$ cat src/rtl/tlb_superpage_pkg.sv
// Shared types for the superpage TLB: page index, ASID and the 4 KiB entry layout.
package tlb_superpage_pkg;
    localparam int PAGE_NUM_BITS = 20;
    localparam int ASID_WIDTH    = 8;

    typedef logic [PAGE_NUM_BITS-1:0] page_index_t;
    typedef logic [ASID_WIDTH-1:0]    asid_t;

    // "global" is a reserved word, so the field is is_global
    typedef struct packed {
        page_index_t vpage;
        asid_t       asid;
        page_index_t ppage;
        logic        present;
        logic        exe_writable;
        logic        supervisor;
        logic        is_global;
    } tlb_entry_t;
endpackage

$ cat src/rtl/sram_1r1w.sv
// One-read one-write synchronous SRAM; a same-cycle write to the read address returns the new data.
module sram_1r1w #(
    parameter int DEPTH = 16,
    parameter int WIDTH = 8,
    localparam int AW = $clog2(DEPTH)
) (
    input  logic             clk,
    input  logic             re,
    input  logic [AW-1:0]    raddr,
    output logic [WIDTH-1:0] rdata,
    input  logic             we,
    input  logic [AW-1:0]    waddr,
    input  logic [WIDTH-1:0] wdata
);
    logic [WIDTH-1:0] mem [DEPTH];

    always_ff @(posedge clk) begin
        if (we) mem[waddr] <= wdata;
        if (re) rdata <= (we && waddr == raddr) ? wdata : mem[raddr];
    end
endmodule

$ cat src/rtl/tlb_plru.sv
// Per-set tree pseudo-LRU: heap-ordered node bits 1..NUM_WAYS-1, each bit points at the colder half.
module tlb_plru #(
    parameter int NUM_WAYS = 4,
    parameter int NUM_SETS = 16,
    localparam int WB = $clog2(NUM_WAYS),
    localparam int SB = $clog2(NUM_SETS)
) (
    input  logic          clk,
    input  logic          reset_n,
    input  logic [SB-1:0] set_idx,
    input  logic          touch_en,
    input  logic [WB-1:0] touch_way,
    output logic [WB-1:0] victim_way
);
    logic [NUM_SETS-1:0][NUM_WAYS-1:1] tree;
    logic [NUM_WAYS-1:1] next_row;
    logic [WB-1:0] vnode, tnode;
    logic dir;

    always_comb begin
        vnode = WB'(1);
        victim_way = '0;
        for (int l = 0; l < WB; l++) begin
            victim_way[WB-1-l] = tree[set_idx][vnode];
            vnode = (vnode << 1) | WB'(tree[set_idx][vnode]);
        end
    end

    // Walk the accessed way's path, pointing every node away from it
    always_comb begin
        next_row = tree[set_idx];
        tnode = WB'(1);
        dir = 1'b0;
        for (int l = 0; l < WB; l++) begin
            dir = touch_way[WB-1-l];
            next_row[tnode] = ~dir;
            tnode = (tnode << 1) | WB'(dir);
        end
    end

    always_ff @(posedge clk or negedge reset_n) begin
        if (!reset_n) tree <= '0;
        else if (touch_en) tree[set_idx] <= next_row;
    end
endmodule

$ cat src/rtl/tlb_superpage.sv
// Two-stage TLB: set-associative 4 KiB array in SRAM plus fully associative superpage array in flops.
// Define TLB_PLRU_EN for per-set tree PLRU replacement; otherwise a global rotating pointer is used.
module tlb_superpage
    import tlb_superpage_pkg::*;
#(
    parameter int NUM_ENTRIES       = 64,
    parameter int NUM_WAYS          = 4,
    parameter int NUM_SUPER_ENTRIES = 4,
    parameter int SUPER_SHIFT       = 10
) (
    input  logic        clk,
    input  logic        reset_n,
    input  logic        lookup_en,
    input  logic        update_en,
    input  logic        update_super,
    input  logic        invalidate_en,
    input  logic        invalidate_asid_en,
    input  logic        invalidate_all_en,
    input  page_index_t request_vpage_idx,
    input  asid_t       request_asid,
    input  page_index_t update_ppage_idx,
    input  logic        update_present,
    input  logic        update_exe_writable,
    input  logic        update_supervisor,
    input  logic        update_global,
    output page_index_t lookup_ppage_idx,
    output logic        lookup_hit,
    output logic        lookup_present,
    output logic        lookup_exe_writable,
    output logic        lookup_supervisor,
    output logic        lookup_super
);
    localparam int NUM_SETS = NUM_ENTRIES / NUM_WAYS;
    localparam int SET_BITS = $clog2(NUM_SETS);
    localparam int SUP_BITS = $clog2(NUM_SUPER_ENTRIES);
    localparam int TAG_BITS = PAGE_NUM_BITS - SUPER_SHIFT;
    typedef logic [TAG_BITS-1:0] super_tag_t;

    logic s2_lookup, s2_update, s2_super, s2_inval;
    page_index_t s2_vpage, s2_ppage;
    asid_t s2_asid;
    logic s2_present, s2_exe, s2_supv, s2_glob;
    logic [SET_BITS-1:0] s2_set;
    logic s1_any, wr4, wr_s;

    logic [NUM_SETS-1:0][NUM_WAYS-1:0] valid4, glob4;
    asid_t asid4 [NUM_SETS][NUM_WAYS];
    tlb_entry_t rd_entry [NUM_WAYS];
    tlb_entry_t wr_entry;
    logic [NUM_WAYS-1:0] hit4, first_inv4, policy4, tgt4;
    logic found4;

    logic [NUM_SUPER_ENTRIES-1:0] valid_s, glob_s, present_s, exe_s, supv_s;
    super_tag_t vtag_s [NUM_SUPER_ENTRIES];
    super_tag_t ptag_s [NUM_SUPER_ENTRIES];
    asid_t asid_s [NUM_SUPER_ENTRIES];
    logic [NUM_SUPER_ENTRIES-1:0] hit_s, victim_s, tgt_s;
    logic [SUP_BITS-1:0] rr_ptr;
    logic found_s;

    assign s1_any = lookup_en | update_en | invalidate_en;
    assign s2_set = s2_vpage[SET_BITS-1:0];
    assign wr4    = s2_update && !s2_super;
    assign wr_s   = s2_update && s2_super;
    assign wr_entry = '{vpage: s2_vpage, asid: s2_asid, ppage: s2_ppage, present: s2_present,
                        exe_writable: s2_exe, supervisor: s2_supv, is_global: s2_glob};

    for (genvar w = 0; w < NUM_WAYS; w++) begin : g_way
        sram_1r1w #(.DEPTH(NUM_SETS), .WIDTH($bits(tlb_entry_t))) u_sram (
            .clk(clk), .re(s1_any), .raddr(request_vpage_idx[SET_BITS-1:0]), .rdata(rd_entry[w]),
            .we(wr4 && tgt4[w]), .waddr(s2_set), .wdata(wr_entry)
        );
    end

    always_comb begin
        hit4 = '0;
        first_inv4 = '0;
        found4 = 1'b0;
        for (int w = 0; w < NUM_WAYS; w++) begin
            hit4[w] = valid4[s2_set][w] && rd_entry[w].vpage == s2_vpage &&
                      (rd_entry[w].is_global || rd_entry[w].asid == s2_asid);
            if (!valid4[s2_set][w] && !found4) begin
                first_inv4[w] = 1'b1;
                found4 = 1'b1;
            end
        end
        tgt4 = (|hit4) ? hit4 : (found4 ? first_inv4 : policy4);
    end

    always_comb begin
        hit_s = '0;
        victim_s = '0;
        found_s = 1'b0;
        for (int e = 0; e < NUM_SUPER_ENTRIES; e++) begin
            hit_s[e] = valid_s[e] && vtag_s[e] == s2_vpage[PAGE_NUM_BITS-1:SUPER_SHIFT] &&
                       (glob_s[e] || asid_s[e] == s2_asid);
            if (!valid_s[e] && !found_s) begin
                victim_s[e] = 1'b1;
                found_s = 1'b1;
            end
        end
        if (!found_s) victim_s[rr_ptr] = 1'b1;
        tgt_s = (|hit_s) ? hit_s : victim_s;
    end

`ifdef TLB_PLRU_EN
    logic [$clog2(NUM_WAYS)-1:0] plru_victim, touch_way;
    logic touch_en;

    assign touch_en = (s2_lookup && |hit4) || wr4;
    always_comb begin
        touch_way = '0;
        for (int w = 0; w < NUM_WAYS; w++)
            if (tgt4[w]) touch_way = $clog2(NUM_WAYS)'(w);
    end

    tlb_plru #(.NUM_WAYS(NUM_WAYS), .NUM_SETS(NUM_SETS)) u_plru (
        .clk(clk), .reset_n(reset_n), .set_idx(s2_set), .touch_en(touch_en),
        .touch_way(touch_way), .victim_way(plru_victim)
    );

    always_comb begin
        policy4 = '0;
        policy4[plru_victim] = 1'b1;
    end
`else
    logic [NUM_WAYS-1:0] rr4;

    always_ff @(posedge clk or negedge reset_n) begin
        if (!reset_n) rr4 <= NUM_WAYS'(1);
        else if (wr4 && !(|hit4)) rr4 <= {rr4[NUM_WAYS-2:0], rr4[NUM_WAYS-1]};
    end
    assign policy4 = rr4;
`endif

    always_ff @(posedge clk or negedge reset_n) begin
        if (!reset_n) begin
            s2_lookup <= 1'b0;
            s2_update <= 1'b0;
            s2_super  <= 1'b0;
            s2_inval  <= 1'b0;
            valid4    <= '0;
            valid_s   <= '0;
            rr_ptr    <= '0;
        end else begin
            s2_lookup <= lookup_en;
            s2_update <= update_en;
            s2_super  <= update_en && update_super;
            s2_inval  <= invalidate_en;
            if (wr4) valid4[s2_set] <= valid4[s2_set] | tgt4;
            if (wr_s) begin
                valid_s <= valid_s | tgt_s;
                if (!(|hit_s)) rr_ptr <= rr_ptr + 1'b1;
            end
            if (s2_inval) begin
                valid4[s2_set] <= valid4[s2_set] & ~hit4;
                valid_s <= valid_s & ~hit_s;
            end
            if (invalidate_asid_en) begin
                for (int s = 0; s < NUM_SETS; s++)
                    for (int w = 0; w < NUM_WAYS; w++)
                        if (!glob4[s][w] && asid4[s][w] == request_asid) valid4[s][w] <= 1'b0;
                for (int e = 0; e < NUM_SUPER_ENTRIES; e++)
                    if (!glob_s[e] && asid_s[e] == request_asid) valid_s[e] <= 1'b0;
            end
            // Flush-all is last so it overrides any stage-2 insert on the same edge
            if (invalidate_all_en) begin
                valid4  <= '0;
                valid_s <= '0;
            end
        end
    end

    always_ff @(posedge clk) begin
        if (s1_any) begin
            s2_vpage   <= request_vpage_idx;
            s2_asid    <= request_asid;
            s2_ppage   <= update_ppage_idx;
            s2_present <= update_present;
            s2_exe     <= update_exe_writable;
            s2_supv    <= update_supervisor;
            s2_glob    <= update_global;
        end
        if (wr4)
            for (int w = 0; w < NUM_WAYS; w++)
                if (tgt4[w]) begin
                    asid4[s2_set][w] <= s2_asid;
                    glob4[s2_set][w] <= s2_glob;
                end
        if (wr_s)
            for (int e = 0; e < NUM_SUPER_ENTRIES; e++)
                if (tgt_s[e]) begin
                    vtag_s[e]    <= s2_vpage[PAGE_NUM_BITS-1:SUPER_SHIFT];
                    ptag_s[e]    <= s2_ppage[PAGE_NUM_BITS-1:SUPER_SHIFT];
                    asid_s[e]    <= s2_asid;
                    glob_s[e]    <= s2_glob;
                    present_s[e] <= s2_present;
                    exe_s[e]     <= s2_exe;
                    supv_s[e]    <= s2_supv;
                end
    end

    always_comb begin
        lookup_ppage_idx    = '0;
        lookup_hit          = 1'b0;
        lookup_present      = 1'b0;
        lookup_exe_writable = 1'b0;
        lookup_supervisor   = 1'b0;
        lookup_super        = 1'b0;
        if (s2_lookup) begin
            if (|hit_s) begin
                lookup_hit   = 1'b1;
                lookup_super = 1'b1;
                for (int e = 0; e < NUM_SUPER_ENTRIES; e++)
                    if (hit_s[e]) begin
                        lookup_ppage_idx    = {ptag_s[e], s2_vpage[SUPER_SHIFT-1:0]};
                        lookup_present      = present_s[e];
                        lookup_exe_writable = exe_s[e];
                        lookup_supervisor   = supv_s[e];
                    end
            end else if (|hit4) begin
                lookup_hit = 1'b1;
                for (int w = 0; w < NUM_WAYS; w++)
                    if (hit4[w]) begin
                        lookup_ppage_idx    = rd_entry[w].ppage;
                        lookup_present      = rd_entry[w].present;
                        lookup_exe_writable = rd_entry[w].exe_writable;
                        lookup_supervisor   = rd_entry[w].supervisor;
                    end
            end
        end
    end

    a_cmd_onehot: assert property (@(posedge clk) disable iff (!reset_n)
        $onehot0({lookup_en, update_en, invalidate_en, invalidate_asid_en, invalidate_all_en}));
    a_way_onehot: assert property (@(posedge clk) disable iff (!reset_n)
        (s2_lookup || s2_update || s2_inval) |-> $onehot0(hit4));
    a_no_dual_hit: assert property (@(posedge clk) disable iff (!reset_n)
        s2_lookup |-> !(|hit4 && |hit_s));
endmodule

$ cat config.mk
export PLATFORM = sky130hd
export DESIGN_NAME = tlb_superpage
export DESIGN_NICKNAME = d
export VERILOG_FILES = /design/src/rtl/tlb_superpage_pkg.sv /design/src/rtl/sram_1r1w.sv /design/src/rtl/tlb_plru.sv /design/src/rtl/tlb_superpage.sv
export SDC_FILE = /design/constraint.sdc
export NUM_CORES = 2
export LEC_CHECK = 0
export BUFFER_PORTS_ARGS = -buffer_cell sky130_fd_sc_hd__buf_2
export CAP_MARGIN = 0
export CELL_PAD_IN_SITES_DETAIL_PLACEMENT = 1
export CELL_PAD_IN_SITES_GLOBAL_PLACEMENT = 1
export CORE_ASPECT_RATIO = 0.9
export CORE_MARGIN = 2
export CORE_UTILIZATION = 51
export CTS_CLUSTER_DIAMETER = 60
export DETAILED_ROUTE_END_ITERATION = 8
export GPL_TIMING_DRIVEN = 0
export HOLD_SLACK_MARGIN = 0.08
export PLACE_DENSITY_LB_ADDON = 0.3
export SLEW_MARGIN = 5
export SYNTH_ARGS = -nofsm -noshare
export SYNTH_HDL_FRONTEND = slang
export SYNTH_SLANG_ARGS = --single-unit
$ cat constraint.sdc
create_clock -name clk -period 5.67 [get_ports clk]
set_clock_uncertainty 0.1 [all_clocks]
set_input_delay 0.2835 -clock clk [delete_from_list [all_inputs] [get_ports clk]]
set_output_delay 0.2835 -clock clk [all_outputs]
set_load 0.02 [all_outputs]
== Word level (Yosys, flattened, before mapping) ==
Memory sizes are Yosys's and may differ from the RTL's. A register that Yosys moved wholly into a read port is not among the register bits.
Cells that the tools add are included.

* Flip-flop bits (word level): 210
* RAM bits: 3,952
* Input port bits: 60
* Output and inout port bits: 25
* Logic and storage cells: 566
* Memories: 8

{| class="wikitable"
|+ Memory list
! memory !! words !! width !! read ports !! clocked after Yosys merged registers in !! write ports !! RTL line !! RTL
|-
| g_way[0].u_sram.mem || 16 || 52 || 1 || 1 || 1 || sram_1r1w.sv:15 || <nowiki>logic [WIDTH-1:0] mem [DEPTH];</nowiki>
|-
| g_way[1].u_sram.mem || 16 || 52 || 1 || 1 || 1 || sram_1r1w.sv:15 ||
|-
| g_way[2].u_sram.mem || 16 || 52 || 1 || 1 || 1 || sram_1r1w.sv:15 ||
|-
| g_way[3].u_sram.mem || 16 || 52 || 1 || 1 || 1 || sram_1r1w.sv:15 ||
|-
| asid4 || 16 || 32 || 16 || 0 || 1 || tlb_superpage.sv:47 || <nowiki>asid_t asid4 [NUM_SETS][NUM_WAYS];</nowiki>
|-
| ptag_s || 4 || 10 || 4 || 0 || 4 || tlb_superpage.sv:55 || <nowiki>super_tag_t ptag_s [NUM_SUPER_ENTRIES];</nowiki>
|-
| +2 memories || -- || -- || -- || -- || -- || -- ||
|}

* Add/sub/neg operators: 1
* Magnitude comparators: 4
* Equality and inequality tests: 84
* Mux-type cells: 202
* Bitwise logic cells: 10
* Reduce and logical (&&, ||, !) cells: 195

{| class="wikitable"
|+ Operator list
! kind !! count
|-
| $mux W64 || 11
|-
| $eq A8 B8 Y1 || 76
|-
| $bwmux W64 || 6
|-
| $mux W20 || 11
|-
| $mux W1 || 154
|-
| $logic_and A1 B1 Y1 || 100
|-
| $demux W4 S4 || 5
|-
| $eq A20 B20 Y1 || 4
|-
| $logic_not A1 Y1 || 80
|-
| $mux W4 || 11
|-
| $eq A10 B10 Y1 || 4
|-
| $bmux W4 S4 || 1
|-
| $or A4 B4 Y4 || 3
|-
| $reduce_and A2 Y1 || 5
|-
| $and A4 B4 Y4 || 2
|-
| $logic_or A1 B1 Y1 || 8
|-
| $not A4 Y4 || 2
|-
| $reduce_or A4 Y1 || 2
|-
| $lt A4 B5 Y1 const B || 1
|-
| $ge A4 B1 Y1 const B || 1
|-
| $lt A2 B3 Y1 const B || 1
|-
| $mux W3 || 1
|-
| $add A2 B1 Y2 const B || 1
|-
| $demux W1 S2 || 1
|-
| other kinds (4) || 5
|}

== Depth between registers and ports, before layout ==
* Depth after elaboration: 23
* Gate-level depth with buffers: 13

== By module ==
From an unflattened synthesis, not the netlist that was laid out.

* Cells, all modules: 8,346
* Area, all modules: 171,413.1 µm²

{| class="wikitable"
|+ By module, submodules not included
! module !! times used !! cells an instance !! area an instance (µm²) !! seq. area each (µm²)
|-
| sram_1r1w || 4 || 1,408 || 33,365.8 || 26,545.5
|-
| tlb_superpage || 1 || 2,714 || 37,950.1 || 24,654.9
|}

== Least setup slack after synthesis ==
Ideal clock, no wire load.

* Path type: input to register
* Start point: input port invalidate_en
* End point: register g_way[0].u_sram.rdata[0] (read register of g_way[0].u_sram.mem), enable pin
* Data arrival time: 5.837 ns
* Required time: 4.931 ns
* Slack: -0.906 ns
* Cell stages on the path: 1
* Buffers on the path: 0
* Path through: or3_1

* Word-level cells in the longest chain between the ends: 1

{| class="wikitable"
|+ Ends and longest elaborated chain
! item !! RTL line !! RTL
|-
| start, declared || tlb_superpage.sv:16 || <nowiki>input logic invalidate_en,</nowiki>
|-
| $or A1 B1 Y1 || tlb_superpage.sv:61 || <nowiki>assign s1_any = lookup_en | update_en | invalidate_en;</nowiki>
|-
| end, declared || sram_1r1w.sv:10 || <nowiki>output logic [WIDTH-1:0] rdata,</nowiki>
|}

No other way between the ends.
A chain may end at the register's enable or synchronous reset.

== Worst setup path after layout ==
* Start point: register s2_vpage[1]
* End point: output port lookup_ppage_idx[8]

* Word-level cells in the longest chain between the ends: 11

{| class="wikitable"
|+ Ends and longest elaborated chain
! item !! RTL line !! RTL
|-
| start, declared || tlb_superpage.sv:40 || <nowiki>page_index_t s2_vpage, s2_ppage;</nowiki>
|-
| start signal, assigned || tlb_superpage.sv:176 || <nowiki>s2_vpage <= request_vpage_idx;</nowiki>
|-
| $bmux W4 S4 || tlb_superpage.sv:80 || <nowiki>hit4[w] = valid4[s2_set][w] && rd_entry[w].vpage == s2_vpage &&</nowiki>
|-
| $mux W4 (implied by the code) || tlb_superpage.sv:80 ||
|-
| $logic_and A1 B1 Y1 (2 in series) || tlb_superpage.sv:80 ||
|-
| $mux W20 (4 in series) || tlb_superpage.sv:224 || <nowiki>if (hit4[w]) begin</nowiki>
|-
| $mux W20 (*) || tlb_superpage.sv:221 || <nowiki>end else if (|hit4) begin</nowiki>
|-
| $mux W20 (*) || tlb_superpage.sv:211 || <nowiki>if (|hit_s) begin</nowiki>
|-
| $mux W20 (*) || tlb_superpage.sv:210 || <nowiki>if (s2_lookup) begin</nowiki>
|-
| end, declared || tlb_superpage.sv:26 || <nowiki>output page_index_t lookup_ppage_idx,</nowiki>
|}

Every way passes the cells marked *; elsewhere a longest branch is shown, timed or not. The select of a mux whose other input is x is not followed.

==> impl_metrics.toml <==
[logic_synthesis]
synth_most_common_cell = "edfxtp_1"
avgSynthCellArea_um2 = 21.6
synth_nets = 7219
synth_common_cells = "3,732 x edfxtp_1, 1,056 x mux4_2, 552 x xnor2_1, 278 x clkbuf_1, 181 x xor2_1"
ys_warn_count = 0
ys_seq_area_share_pct = 73.8
synth_area_um2 = 155000
synth_seq_cells = 3810
synthArstFlopShare_pct = 2.05
synth-edff-count = 3732
postSynthCellCount = 7155
synthDistinctLibCells = 60
yosysTopAreaCell = "edfxtp_1"
synth_area_leaders = "edfxtp_1 73%, mux4_2 15%, xnor2_1 3.1%, dfrtp_1 1.2%, xor2_1 1.0%"
synth.top_cell.area_share_pct = 72.5
ys.flop_type = "edfxtp_1"

[global_routing]
overflow = 0
grt_pass1_wl_um = 737000
grt_util_all_layers_pct = 35.2
grt_start_max_net_pins = 51
grt_antenna_before_repair = 44
grt_pass1_vias = 87100

[cts]
cts_made_buffers = 388
htreeDepth = 5
root_buffer = "clkbuf_16"
cts_tree = "done"
cts.sinks = 3810
clk_pin_slew_ns = 0.06
cts_buffer_depth = 4
clkLatencyLatePin_ns = 1.00

[detailed_routing]
wl_per_cell_um = 43.5
drc = 0
vias = 86400
viasPerCell = 6.96
wirelength_um = 540000
detail-route-antenna-nets = 0
drt-pass1-iter-count = 6
drtIter0Drc = 13900

[timing]
final-hold-violation-count = 0
finalCritPeriodShare_pct = 105
fin_setup_tns_ns = -4.75
relSlewSlack_pct = -1.76
grt_setup_unrepaired = "yes"
finalWorstSetupSlack_ns = -0.304
hold_ws_ns = 0.178
finalMaxSlewViolations = 11
fin_crit_ns = 5.97
finalSetupViolCount = 80
fmax_mhz = 167
worstMarginPinSlew_ns = 1.53

[critical_path]
crit_start = "s2_vpage[1]$_DFFE_PP_"
reg2reg_to = "g_way[0].u_sram.mem[2][6]$_DFFE_PP_"
rrSetupSlack_ns = -0.13
worst-setup-path-type = "register to output port"
rr_startpoint = "s2_vpage[1]$_DFFE_PP_"
reg2reg_depth = 11
end_kind = "output port"
worst-path-max-fanout = 18
worstPathRequired_ns = 5.29
cp.arrival_ns = 5.59
crit_path_start_kind = "register"

[place]
numPortBuffers = 82
place_congestion = 0.965
dpl_worst_slack_ns = -1.83
place_hpwl_um = 364000

[floorplanning]
die_w_um = 584
initial_utilization_pct = 51.3
io_pins = 85
row_count = 191
die-area_um2 = 307000
chipHeight_um = 526
core_um2 = 301000

[final_layout]
drive_gt1_share_pct = 30.7
n_fill_cell = 24600
area_growth_pct = 18.6
layout.nets = 8166

[run_status]
status = "complete, but fails checks"
violations = "capacitance limit, slew limit, setup timing"

[power]
finalPower_w = 0.0637
power_density_nw_per_um2 = 348
peakVddDrop_mv = 0.363
power_leakage_nw = 58.0

[min_path]
min_from = "update_en"
hold_path_depth = 3
hp-class = "input pin to register"
hold_end = "s2_super$_DFF_PN0_"

[flow_run]
cap_violations = 2
==> per-stage QoR <==
step	cell area (um^2)	utilization [%]	cells
2_1_floorplan	155000	-	7155
3_3_place_gp	160000	53.1	11200
3_5_place_dp	168000	55.7	11500
4_1_cts	183000	60.7	12400
5_1_grt	183000	60.8	12400
6_report	183000	60.9	12400
==> layer usage <==
layer | global-route usage (%) | routed length (um) | vias up
li1 | - | - | 32000
met1 | 48.3 | 195000 | 46100
met2 | 52.2 | 243000 | 6992
met3 | 10.2 | 71000 | 1261
met4 | 16.9 | 31300 | 22
met5 | 0 | 147 | -
==> kinds of logic (layout without fill, tap and decap cells) <==
logic type / after synthesis / count (layout) / synth area share (%)
compound gates: 386 / 386 / 1.82
xor+xnor: 733 / 733 / 4.15
fa+ha+maj: 4 / 4 / 0.0324
buf+inv: 441 / 1714 / 1.19
flops: 3810 / 3810 / 73.8
mux: 1270 / 1270 / 17.2
other cells: 0 / 37 / 0
simple gates: 511 / 511 / 1.84
==> where the power goes <==
group | internal, W | leakage [nW] | total (W) | switching [W]
clock network | 0.0153 | 6.34 | 0.0268 | 0.0114
logic | 0.00194 | 16.7 | 0.00501 | 0.00307
registers | 0.0316 | 35.0 | 0.0319 | 0.000346
total | 0.0489 | 58.0 | 0.0637 | 0.0148
==> registers in the layout (all words and copies together) (netlist names), 2 cells and up <==
signal,cells
s2_ppage,20
s2_asid,8
glob4,64
exe_s,4
s2_vpage,20
g_way.u_sram.rdata,208
valid_s,4
vtag_s,40
policy4,4
asid4,448
g_way.u_sram.mem,2832
rr_ptr,2
present_s,4
ptag_s,40
glob_s,4
asid_s,32
supv_s,4
valid4,64
==> timing repair <==
action,4_1_cts,5_1_grt
endpoints found under the setup margin,3699,228
hold buffers,115,0
hold endpoints to repair,134,0
resized for setup,119,40
buffers inserted,40,24
pin swaps,8,7
gates cloned,0,1
==> placed cells by master, fill, tap and decap left out, types with 64 or more instances in the layout <==
cell,synthesis,final
edfxtp_1,3732,3732
xor2_1,181,181
buf_16,0,154
clkbuf_1,278,277
clkbuf_2,0,77
dlygate4sd3_1,0,114
a41oi_1,68,66
dfrtp_1,77,77
clkinv_1,0,74
nor2_4,0,65
xnor2_1,552,549
buf_2,34,123
a21oi_1,103,100
clkbuf_16,0,397
nand4_1,103,103
nor4b_1,67,67
buf_4,8,76
mux4_2,1056,1056
clkinv_2,0,64
mux2_2,114,114
buf_12,0,146
mux2_4,100,100
==> critical path, stage by stage, from the launching register on <==
cell and delay [ns]:
edfxtp_1 0.45, buf_16 0.20, buf_4 0.23, buf_6 0.24, buf_16 0.25, xnor2_1 0.15
nand4_1 0.41, nor3_4 0.42, buf_4 0.18, buf_4 0.10, nand4_1 0.07, buf_4 0.25
and2_1 0.19, clkbuf_2 0.25, a221oi_1 0.68, o32ai_4 0.24, buf_2 0.26
==> how the worst max path moves through the flow <==
stage	endpoint	slack, ns	depth (start not counted)
6_report	lookup_ppage_idx[8]	-0.30	16
5_1_grt	lookup_ppage_idx[8]	-0.31	16
4_1_cts	lookup_hit	0.002	13
3_5_place_dp	g_way[1].u_sram.mem[11][6]$_DFFE_PP_	-1.83	12
3_3_place_gp	g_way[1].u_sram.mem[1][51]$_DFFE_PP_	-7.24	10
2_1_floorplan	asid4[13][24]$_DFFE_PP_	-0.50	10
==> cell type report <==
cell class              instances  area, um^2  share of cell area, %
flip-flops and latches       3810      114000                   62.2
multi-input cells            2904       39800                   21.7
clock buffers                 475       10200                   5.59
repair buffers                567        9330                   5.09
well taps                    3956        4950                   2.70
clock inverters               241        2760                   1.51
plain buffers                 426        2030                   1.11
diodes                         37        92.6                 0.0505
inverters                       5        18.8                 0.0102
(Power assumes the default switching activity.)
